===== src/rtl/ext_arbiter_pkg.sv =====
// Shared types and defaults for the two-requester immediate sign-extension arbiter.
package ext_arbiter_pkg;

  localparam int DATASIZE_DEF = 16;
  localparam int EXT6SIZE_DEF = 6;
  localparam int REQ_ID_W     = 1;

  typedef logic [REQ_ID_W-1:0] req_id_t;

  typedef enum logic {
    ST_EMPTY = 1'b0,
    ST_FULL  = 1'b1
  } stage_state_e;

endpackage


===== src/rtl/ext_arbiter_if.sv =====
// Handshake bundle between the two requesters, the arbiter and the result consumer.
interface ext_arbiter_if
  import ext_arbiter_pkg::*;
#(
  parameter int DATASIZE = DATASIZE_DEF,
  parameter int EXT6SIZE = EXT6SIZE_DEF
);
  logic                req0_valid;
  logic [EXT6SIZE-1:0] req0_imm;
  logic                req0_ready;
  logic                req1_valid;
  logic [EXT6SIZE-1:0] req1_imm;
  logic                req1_ready;
  logic                out_valid;
  logic                out_ready;
  logic [DATASIZE-1:0] out_data;
  req_id_t             out_id;

  // Requester/consumer side.
  modport master (
    output req0_valid, req0_imm, req1_valid, req1_imm, out_ready,
    input  req0_ready, req1_ready, out_valid, out_data, out_id
  );

  // Arbiter side.
  modport slave (
    input  req0_valid, req0_imm, req1_valid, req1_imm, out_ready,
    output req0_ready, req1_ready, out_valid, out_data, out_id
  );
endinterface


===== src/rtl/ext_rr_pick.sv =====
// Two-way round-robin grant: ties go to the requester not granted most recently.
module ext_rr_pick
  import ext_arbiter_pkg::*;
(
  input  logic    clk,
  input  logic    rst_n,
  input  logic    valid0_i,
  input  logic    valid1_i,
  input  logic    accept_i,
  output logic    ready0_o,
  output logic    ready1_o,
  output req_id_t gnt_id_o
);

  req_id_t last_q;
  req_id_t last_d;
  logic    grant0;
  logic    grant1;

  // Priority pick with the round-robin pointer breaking ties.
  always_comb begin
    grant0 = valid0_i && (!valid1_i || (last_q == 1'b1));
    grant1 = valid1_i && (!valid0_i || (last_q == 1'b0));
    ready0_o = accept_i && grant0;
    ready1_o = accept_i && grant1;
    gnt_id_o = grant1 ? 1'b1 : 1'b0;
    if (ready0_o) begin
      last_d = 1'b0;
    end else if (ready1_o) begin
      last_d = 1'b1;
    end else begin
      last_d = last_q;
    end
  end

  // Pointer resets to 1 so requester 0 wins the first tie.
  always_ff @(posedge clk) begin
    if (!rst_n) begin
      last_q <= 1'b1;
    end else begin
      last_q <= last_d;
    end
  end

endmodule


===== src/rtl/ext_arbiter.sv =====
// Arbitrates two immediate requesters into one registered, sign-extended result stage.
// Optional per-requester transfer counters are enabled by defining EXT_ARB_STATS_EN.
module ext_arbiter
  import ext_arbiter_pkg::*;
#(
  parameter int DATASIZE = DATASIZE_DEF,
  parameter int EXT6SIZE = EXT6SIZE_DEF
) (
  input  logic         clk,
  input  logic         rst_n,
  ext_arbiter_if.slave bus
`ifdef EXT_ARB_STATS_EN
  ,
  output logic [15:0]  stat0_cnt,
  output logic [15:0]  stat1_cnt
`endif
);

  stage_state_e        state_q;
  logic [DATASIZE-1:0] out_data_q;
  req_id_t             out_id_q;
  logic [DATASIZE-1:0] data_d;
  logic [EXT6SIZE-1:0] imm_sel;
  req_id_t             gnt_id;
  logic                accept;
  logic                ready0;
  logic                ready1;
  logic                xfer;

  // Stage can take a new result when empty or when the held one leaves this cycle.
  assign accept = rst_n && ((state_q == ST_EMPTY) || bus.out_ready);
  assign xfer   = ready0 || ready1;

  ext_rr_pick u_pick (
    .clk      (clk),
    .rst_n    (rst_n),
    .valid0_i (bus.req0_valid),
    .valid1_i (bus.req1_valid),
    .accept_i (accept),
    .ready0_o (ready0),
    .ready1_o (ready1),
    .gnt_id_o (gnt_id)
  );

  assign imm_sel = (gnt_id == 1'b1) ? bus.req1_imm : bus.req0_imm;
  assign data_d  = {{(DATASIZE-EXT6SIZE){imm_sel[EXT6SIZE-1]}}, imm_sel};

  // Output stage FSM; a reset discards any held result.
  always_ff @(posedge clk) begin
    if (!rst_n) begin
      state_q    <= ST_EMPTY;
      out_data_q <= '0;
      out_id_q   <= '0;
    end else begin
      case (state_q)
        ST_EMPTY: begin
          if (xfer) begin
            state_q    <= ST_FULL;
            out_data_q <= data_d;
            out_id_q   <= gnt_id;
          end
        end
        ST_FULL: begin
          if (xfer) begin
            out_data_q <= data_d;
            out_id_q   <= gnt_id;
          end else if (bus.out_ready) begin
            state_q <= ST_EMPTY;
          end
        end
        default: state_q <= ST_EMPTY;
      endcase
    end
  end

  assign bus.req0_ready = ready0;
  assign bus.req1_ready = ready1;
  assign bus.out_valid  = (state_q == ST_FULL);
  assign bus.out_data   = out_data_q;
  assign bus.out_id     = out_id_q;

`ifdef EXT_ARB_STATS_EN
  logic [15:0] stat0_q;
  logic [15:0] stat1_q;

  // Saturating transfer counters.
  always_ff @(posedge clk) begin
    if (!rst_n) begin
      stat0_q <= 16'h0000;
      stat1_q <= 16'h0000;
    end else begin
      if (ready0 && (stat0_q != 16'hFFFF)) begin
        stat0_q <= stat0_q + 16'h0001;
      end
      if (ready1 && (stat1_q != 16'hFFFF)) begin
        stat1_q <= stat1_q + 16'h0001;
      end
    end
  end

  assign stat0_cnt = stat0_q;
  assign stat1_cnt = stat1_q;
`endif

endmodule


===== src/flat_wrapper.sv =====
// flat-port wrapper written by rule: the top's interface ports become plain ports
module ext_arbiter_flat import ext_arbiter_pkg::*;
#(
  parameter int DATASIZE = DATASIZE_DEF,
  parameter int EXT6SIZE = EXT6SIZE_DEF
)
  (clk, rst_n, bus_req0_valid, bus_req0_imm, bus_req1_valid, bus_req1_imm, bus_out_ready, bus_req0_ready, bus_req1_ready, bus_out_valid, bus_out_data, bus_out_id);
  ext_arbiter_if #(.DATASIZE(DATASIZE), .EXT6SIZE(EXT6SIZE)) bus_i ();
  input  logic clk;
  input  logic rst_n;
  input wire logic [$bits(bus_i.req0_valid)-1:0] bus_req0_valid;
  input wire logic [$bits(bus_i.req0_imm)-1:0] bus_req0_imm;
  input wire logic [$bits(bus_i.req1_valid)-1:0] bus_req1_valid;
  input wire logic [$bits(bus_i.req1_imm)-1:0] bus_req1_imm;
  input wire logic [$bits(bus_i.out_ready)-1:0] bus_out_ready;
  output wire logic [$bits(bus_i.req0_ready)-1:0] bus_req0_ready;
  output wire logic [$bits(bus_i.req1_ready)-1:0] bus_req1_ready;
  output wire logic [$bits(bus_i.out_valid)-1:0] bus_out_valid;
  output wire logic [$bits(bus_i.out_data)-1:0] bus_out_data;
  output wire logic [$bits(bus_i.out_id)-1:0] bus_out_id;
  assign bus_i.req0_valid = bus_req0_valid;
  assign bus_i.req0_imm = bus_req0_imm;
  assign bus_i.req1_valid = bus_req1_valid;
  assign bus_i.req1_imm = bus_req1_imm;
  assign bus_i.out_ready = bus_out_ready;
  assign bus_req0_ready = bus_i.req0_ready;
  assign bus_req1_ready = bus_i.req1_ready;
  assign bus_out_valid = bus_i.out_valid;
  assign bus_out_data = bus_i.out_data;
  assign bus_out_id = bus_i.out_id;
  ext_arbiter #(.DATASIZE(DATASIZE), .EXT6SIZE(EXT6SIZE)) u_core (.clk(clk), .rst_n(rst_n), .bus(bus_i));
endmodule

===== config.mk =====
export PLATFORM = sky130hd
export DESIGN_NAME = ext_arbiter_flat
export DESIGN_NICKNAME = d
export VERILOG_FILES = /design/src/rtl/ext_arbiter_pkg.sv /design/src/rtl/ext_arbiter_if.sv /design/src/rtl/ext_rr_pick.sv /design/src/rtl/ext_arbiter.sv /design/src/flat_wrapper.sv
export SDC_FILE = /design/constraint.sdc
export NUM_CORES = 1
export LEC_CHECK = 0
export BUFFER_PORTS_ARGS = -buffer_cell sky130_fd_sc_hd__buf_2
export CORE_ASPECT_RATIO = 1.1
export CORE_MARGIN = 3
export CORE_UTILIZATION = 35
export DETAILED_ROUTE_END_ITERATION = 12
export GPL_ROUTABILITY_DRIVEN = 1
export PLACE_DENSITY = 0.69
export SYNTH_ARGS = -nofsm -noshare
export SYNTH_HDL_FRONTEND = slang
export SYNTH_SLANG_ARGS = --single-unit

===== constraint.sdc =====
create_clock -name clk -period 1.1 [get_ports clk]
set_input_delay 0.11 -clock clk [delete_from_list [all_inputs] [get_ports clk]]
set_output_delay 0.11 -clock clk [all_outputs]
set_load 0.05 [all_outputs]

# Yosys cells after proc, flatten, opt, wreduce, memory -nomap -nowiden
# Index checks and enable logic that the tools add are counted.
# word_totals
in_bits	17
output_inout_bits	20
word_cells	28
reg_bits	19
# op_classes
n_mux	10
bitwise_logic	2
reduce_logical	12
# ops
cell	n
16-bit two-way mux	1
1-bit two-way mux	7
6-bit two-way mux	1
1-bit logical AND	5
1-bit logical OR	4
1-bit logical NOT	2
1-bit NOT	2
1-bit one-hot mux with 2 select lines	1
2-bit nonzero test	1

# Depth between registers and ports, before layout
# logic_depth
word_depth	7
ltp_mapped	5
mapped_depth_nobuf	3

# Hierarchy
# Synthesis repeated with hierarchy kept, for this count alone.
# hier_totals
hier_cells	58
hier_area_um2	521.8
# by_module_without_submodules
mod	area_each_um2	instances	seq_area_each_um2	cells_per_inst
ext_arbiter	455.4	1	160.2	49
ext_rr_pick	66.3	1	20.0	9

# Least setup slack after synthesis
# Ideal clock, no wire load.
# synth_timing
path_kind	register to output
start	reg u_core.state_q (netlist: u_core.bus.out_valid)
end	out bus_req0_ready
path_buffers	2
setup_slack_ns	-0.356
required_time_ns	0.990
arrival_time_ns	1.346
path_stages_with_launch	5
path_cell_list	dfxtp_1 > nand2b_4 > buf_6 > buf_8 > and4_1
# synth_between
elab_chain_cells	4
# synth_lines
element	line_no	source
start, declared	ext_arbiter.sv:19	stage_state_e state_q;
start signal, assigned	ext_arbiter.sv:51	state_q <= ST_EMPTY;
start signal, assigned	ext_arbiter.sv:58	state_q <= ST_FULL;
start signal, assigned	ext_arbiter.sv:68	state_q <= ST_EMPTY;
1-bit NOT	ext_arbiter.sv:31	assign accept = rst_n && ((state_q == ST_EMPTY) || bus.out_ready);
1-bit logical OR	ext_arbiter.sv:31	
1-bit logical AND	ext_arbiter.sv:31	
1-bit logical AND	ext_rr_pick.sv:24	ready0_o = accept_i && grant0;
end, declared	flat_wrapper.sv:16	output wire logic [$bits(bus_i.req0_ready)-1:0] bus_req0_ready;
# No other way between the ends.

# Worst setup path after layout
# layout_timing
start	reg u_core.state_q (netlist: u_core.bus.out_valid)
end	out bus_req1_ready
# layout_between
elab_chain_cells	4
# layout_lines
element	line_no	source
1-bit NOT	ext_arbiter.sv:31	
1-bit logical OR	ext_arbiter.sv:31	
1-bit logical AND	ext_arbiter.sv:31	
1-bit logical AND	ext_rr_pick.sv:25	ready1_o = accept_i && grant1;
end, declared	flat_wrapper.sv:17	output wire logic [$bits(bus_i.req1_ready)-1:0] bus_req1_ready;
# No other way between the ends.

==> impl_metrics.ini <==
[critical_path]
worst_path_largest_cell_delay_ns = 0.35
cp.arrival_ns = 1.16
worstPathMaxFanout = 3
crit_family = simple AND/OR/NAND/NOR gates
required_ns = 0.99
cp-startpoint = u_core.bus.out_valid
r2r_end = u_core.bus.out_data[1]
path_cells = nand2b_4 > and3_4 > and2_4 > buf_8
crit_end = bus_req1_ready
worstReg2RegStart = u_core.bus.out_valid
start_kind = register
timing.reg2reg.setup_slack_ns = 0.03
timing.critical_path.buf_inv = 1
reg2regPathDepth = 4
crit_type = register to output pin
path_depth = 4
worst_path_max_delay_cell = dfxtp_4
cp-end-kind = output pin

[global_route]
antenna_found_initial = 0
grt_max_degree = 13
grt_use_total = 0.149
grt_pass1_vias = 532
grt-ovfl-total = 0
grt_pass1_wl_mm = 2.27

[place]
placedCellCount = 101
dp_hpwl_mm = 1.08
placed_area_um2 = 718
place.gp.congestion = 0.782
dp_slack_ns = -0.00449
io_buffers = 36

[synthesis]
ys_warn_count = 0
yosys.area.top_type_share = 0.319
yosysSeqAreaShare = 0.319
synthTopCellsByArea = dfxtp_1 32%, nand4b_1 19%, buf_4 15%
netlist_area_um2 = 566
syn_inst = 56
syn_nets = 73
synth_cell_types = 19
synth_top_area_cell = dfxtp_1
syn_area_per_cell_um2 = 10.1
synth-seq-cells = 9

[route]
ant_nets = 0
via_count = 585
via_per_inst = 5.52
drc = 0
wl_per_cell_um = 14.5
routed_wl_mm = 1.54
dr.pass1.iters = 4
drt_iter0_markers = 6

[clock_tree]
htree_levels = 1
cts.path.max_buffers = 2
cts-buffers-inserted = 3
clk_pin_slew_ns = 0.07
cts.sinks = 9
postCtsHoldBufs = 0
cts_tree = done
root_buffer = clkbuf_4
clock_latency_ns = 0.27

[layout]
fin_util = 0.564
final_cells = 106
design_area_um2 = 810
diodes = 0
drive_above_1_share = 0.633
synthToLayoutAreaGrowth_pct = 43.1
layout.nets = 108

[die]
start_util = 0.394
die-height_um = 48.2
core-area_um2 = 1440
die_area_um2 = 2130
ios = 37
std_cell_rows = 14
die_width_um = 44.3

[power]
ir_drop_mv = 0.835
power.leakage_nw = 0.376
powerDensity_nw_per_um2 = 1420
p_total_mw = 1.15

[timing]
hold_slack_ns = 0.157
hold_violations = 0
max_freq_mhz = 789
fin_ws_ns = -0.167
tightest_slew_ns = 0.252
tns_ns = -0.330
finalClockSkew_ns = 0.00253
setup_viol = 2
drv_slew = 0
slew_headroom = 0.833
finalCriticalPeriod_ns = 1.27
rsz0062_at_grt = true
fin_crit_sh = 1.15

[status]
status = finished, violations left
violations = setup timing

[flow_run]
drv_cap = 0

[min_path]
hold_path_class = input port to register
==> synth_stat cells <==
cell type	number
and2_1	1
nand2b_1	1
a21oi_1	1
buf_6	1
clkbuf_1	1
and3_1	2
nand4b_1	12
buf_8	1
and4_1	1
nand2_1	1
buf_2	1
o21ai_0	1
dfxtp_1	9
nand2b_4	1
o2111a_1	6
o21a_1	2
a21boi_0	2
buf_4	11
nor2_1	1
==> repair_timing <==
item / CTS / global route
pin swaps: 0 / 1
endpoints found under the setup margin: 2 / 21
setup buffers: 1 / 0
gates resized for setup: 9 / 13
==> placed cells by master, fill, tap and decap left out <==
| master | synthesis | layout |
|---|---|---|
| buf_2 | 1 | 23 |
| o21ai_1 | 0 | 1 |
| nand4b_1 | 12 | 12 |
| o21a_2 | 0 | 1 |
| o2111a_1 | 6 | 6 |
| dfxtp_2 | 0 | 2 |
| and3_4 | 0 | 1 |
| buf_4 | 11 | 9 |
| a21oi_1 | 1 | 1 |
| dfxtp_1 | 9 | 6 |
| a21boi_0 | 2 | 2 |
| and3_1 | 2 | 1 |
| nor2_1 | 1 | 1 |
| and2_4 | 0 | 1 |
| nand2b_1 | 1 | 1 |
| clkbuf_4 | 0 | 14 |
| o21a_1 | 2 | 1 |
| nand2_2 | 0 | 1 |
| clkbuf_1 | 1 | 1 |
| nand2b_4 | 1 | 1 |
| buf_8 | 1 | 2 |
| dfxtp_4 | 0 | 1 |
| and4_4 | 0 | 1 |
==> layout make-up <==
type / instances / area, um^2
Clock buffer: 4 / 26.3
Fill cell: 140 / 627
Multi-Input combinational cell: 32 / 282
Sequential cell: 9 / 186
Tap cell: 16 / 20.0
Timing Repair Buffer: 45 / 295
==> per-layer routing <==
metal	global-route usage	part of all wire	routed length, um
met3	0.0221	0.077	118
met2	0.270	0.50	774
met4	0.0723	0.011	17
met5	0	0	0
met1	0.176	0.41	627
==> power breakdown <==
group / internal (mW) / switching (mW) / leakage [nW]
Sequential: 0.357 / 0.0239 / 0.0754
Combinational: 0.165 / 0.329 / 0.285
Clock: 0.140 / 0.131 / 0.0150
==> worst min-delay path by stage <==
stage | from | end | depth (start not counted)
3_3_place_gp | rst_n | u_core.u_pick.last_q | 2
5_1_grt | rst_n | u_core.u_pick.last_q | 2
6_report | rst_n | u_core.u_pick.last_q | 2
4_1_cts | rst_n | u_core.u_pick.last_q | 2
2_1_floorplan | bus_req1_imm[5] | u_core.bus.out_data[5] | 2
3_5_place_dp | rst_n | u_core.u_pick.last_q | 2
==> flip-flops by register name, summed over array words and instances (netlist names) <==
name	count
u_core.bus.out_id	1
u_core.u_pick.last_q	1
u_core.bus.out_data	6
u_core.bus.out_valid	1
==> cell families (layout without fill, tap and decap cells) <==
family	Yosys count	in the layout	share of synthesized area
simple gates	20	20	0.283
buf+inv	15	49	0.208
compound gates	12	12	0.190
flops	9	9	0.319
==> worst reg2reg max path: cells and delay by family, from the launching register on <==
kind,cells,cell delay (ns)
compound gates,2,0.39
flops,1,0.36
buf+inv,1,0.15
simple gates,1,0.06
Note: power is estimated with default switching activity, not from simulation.
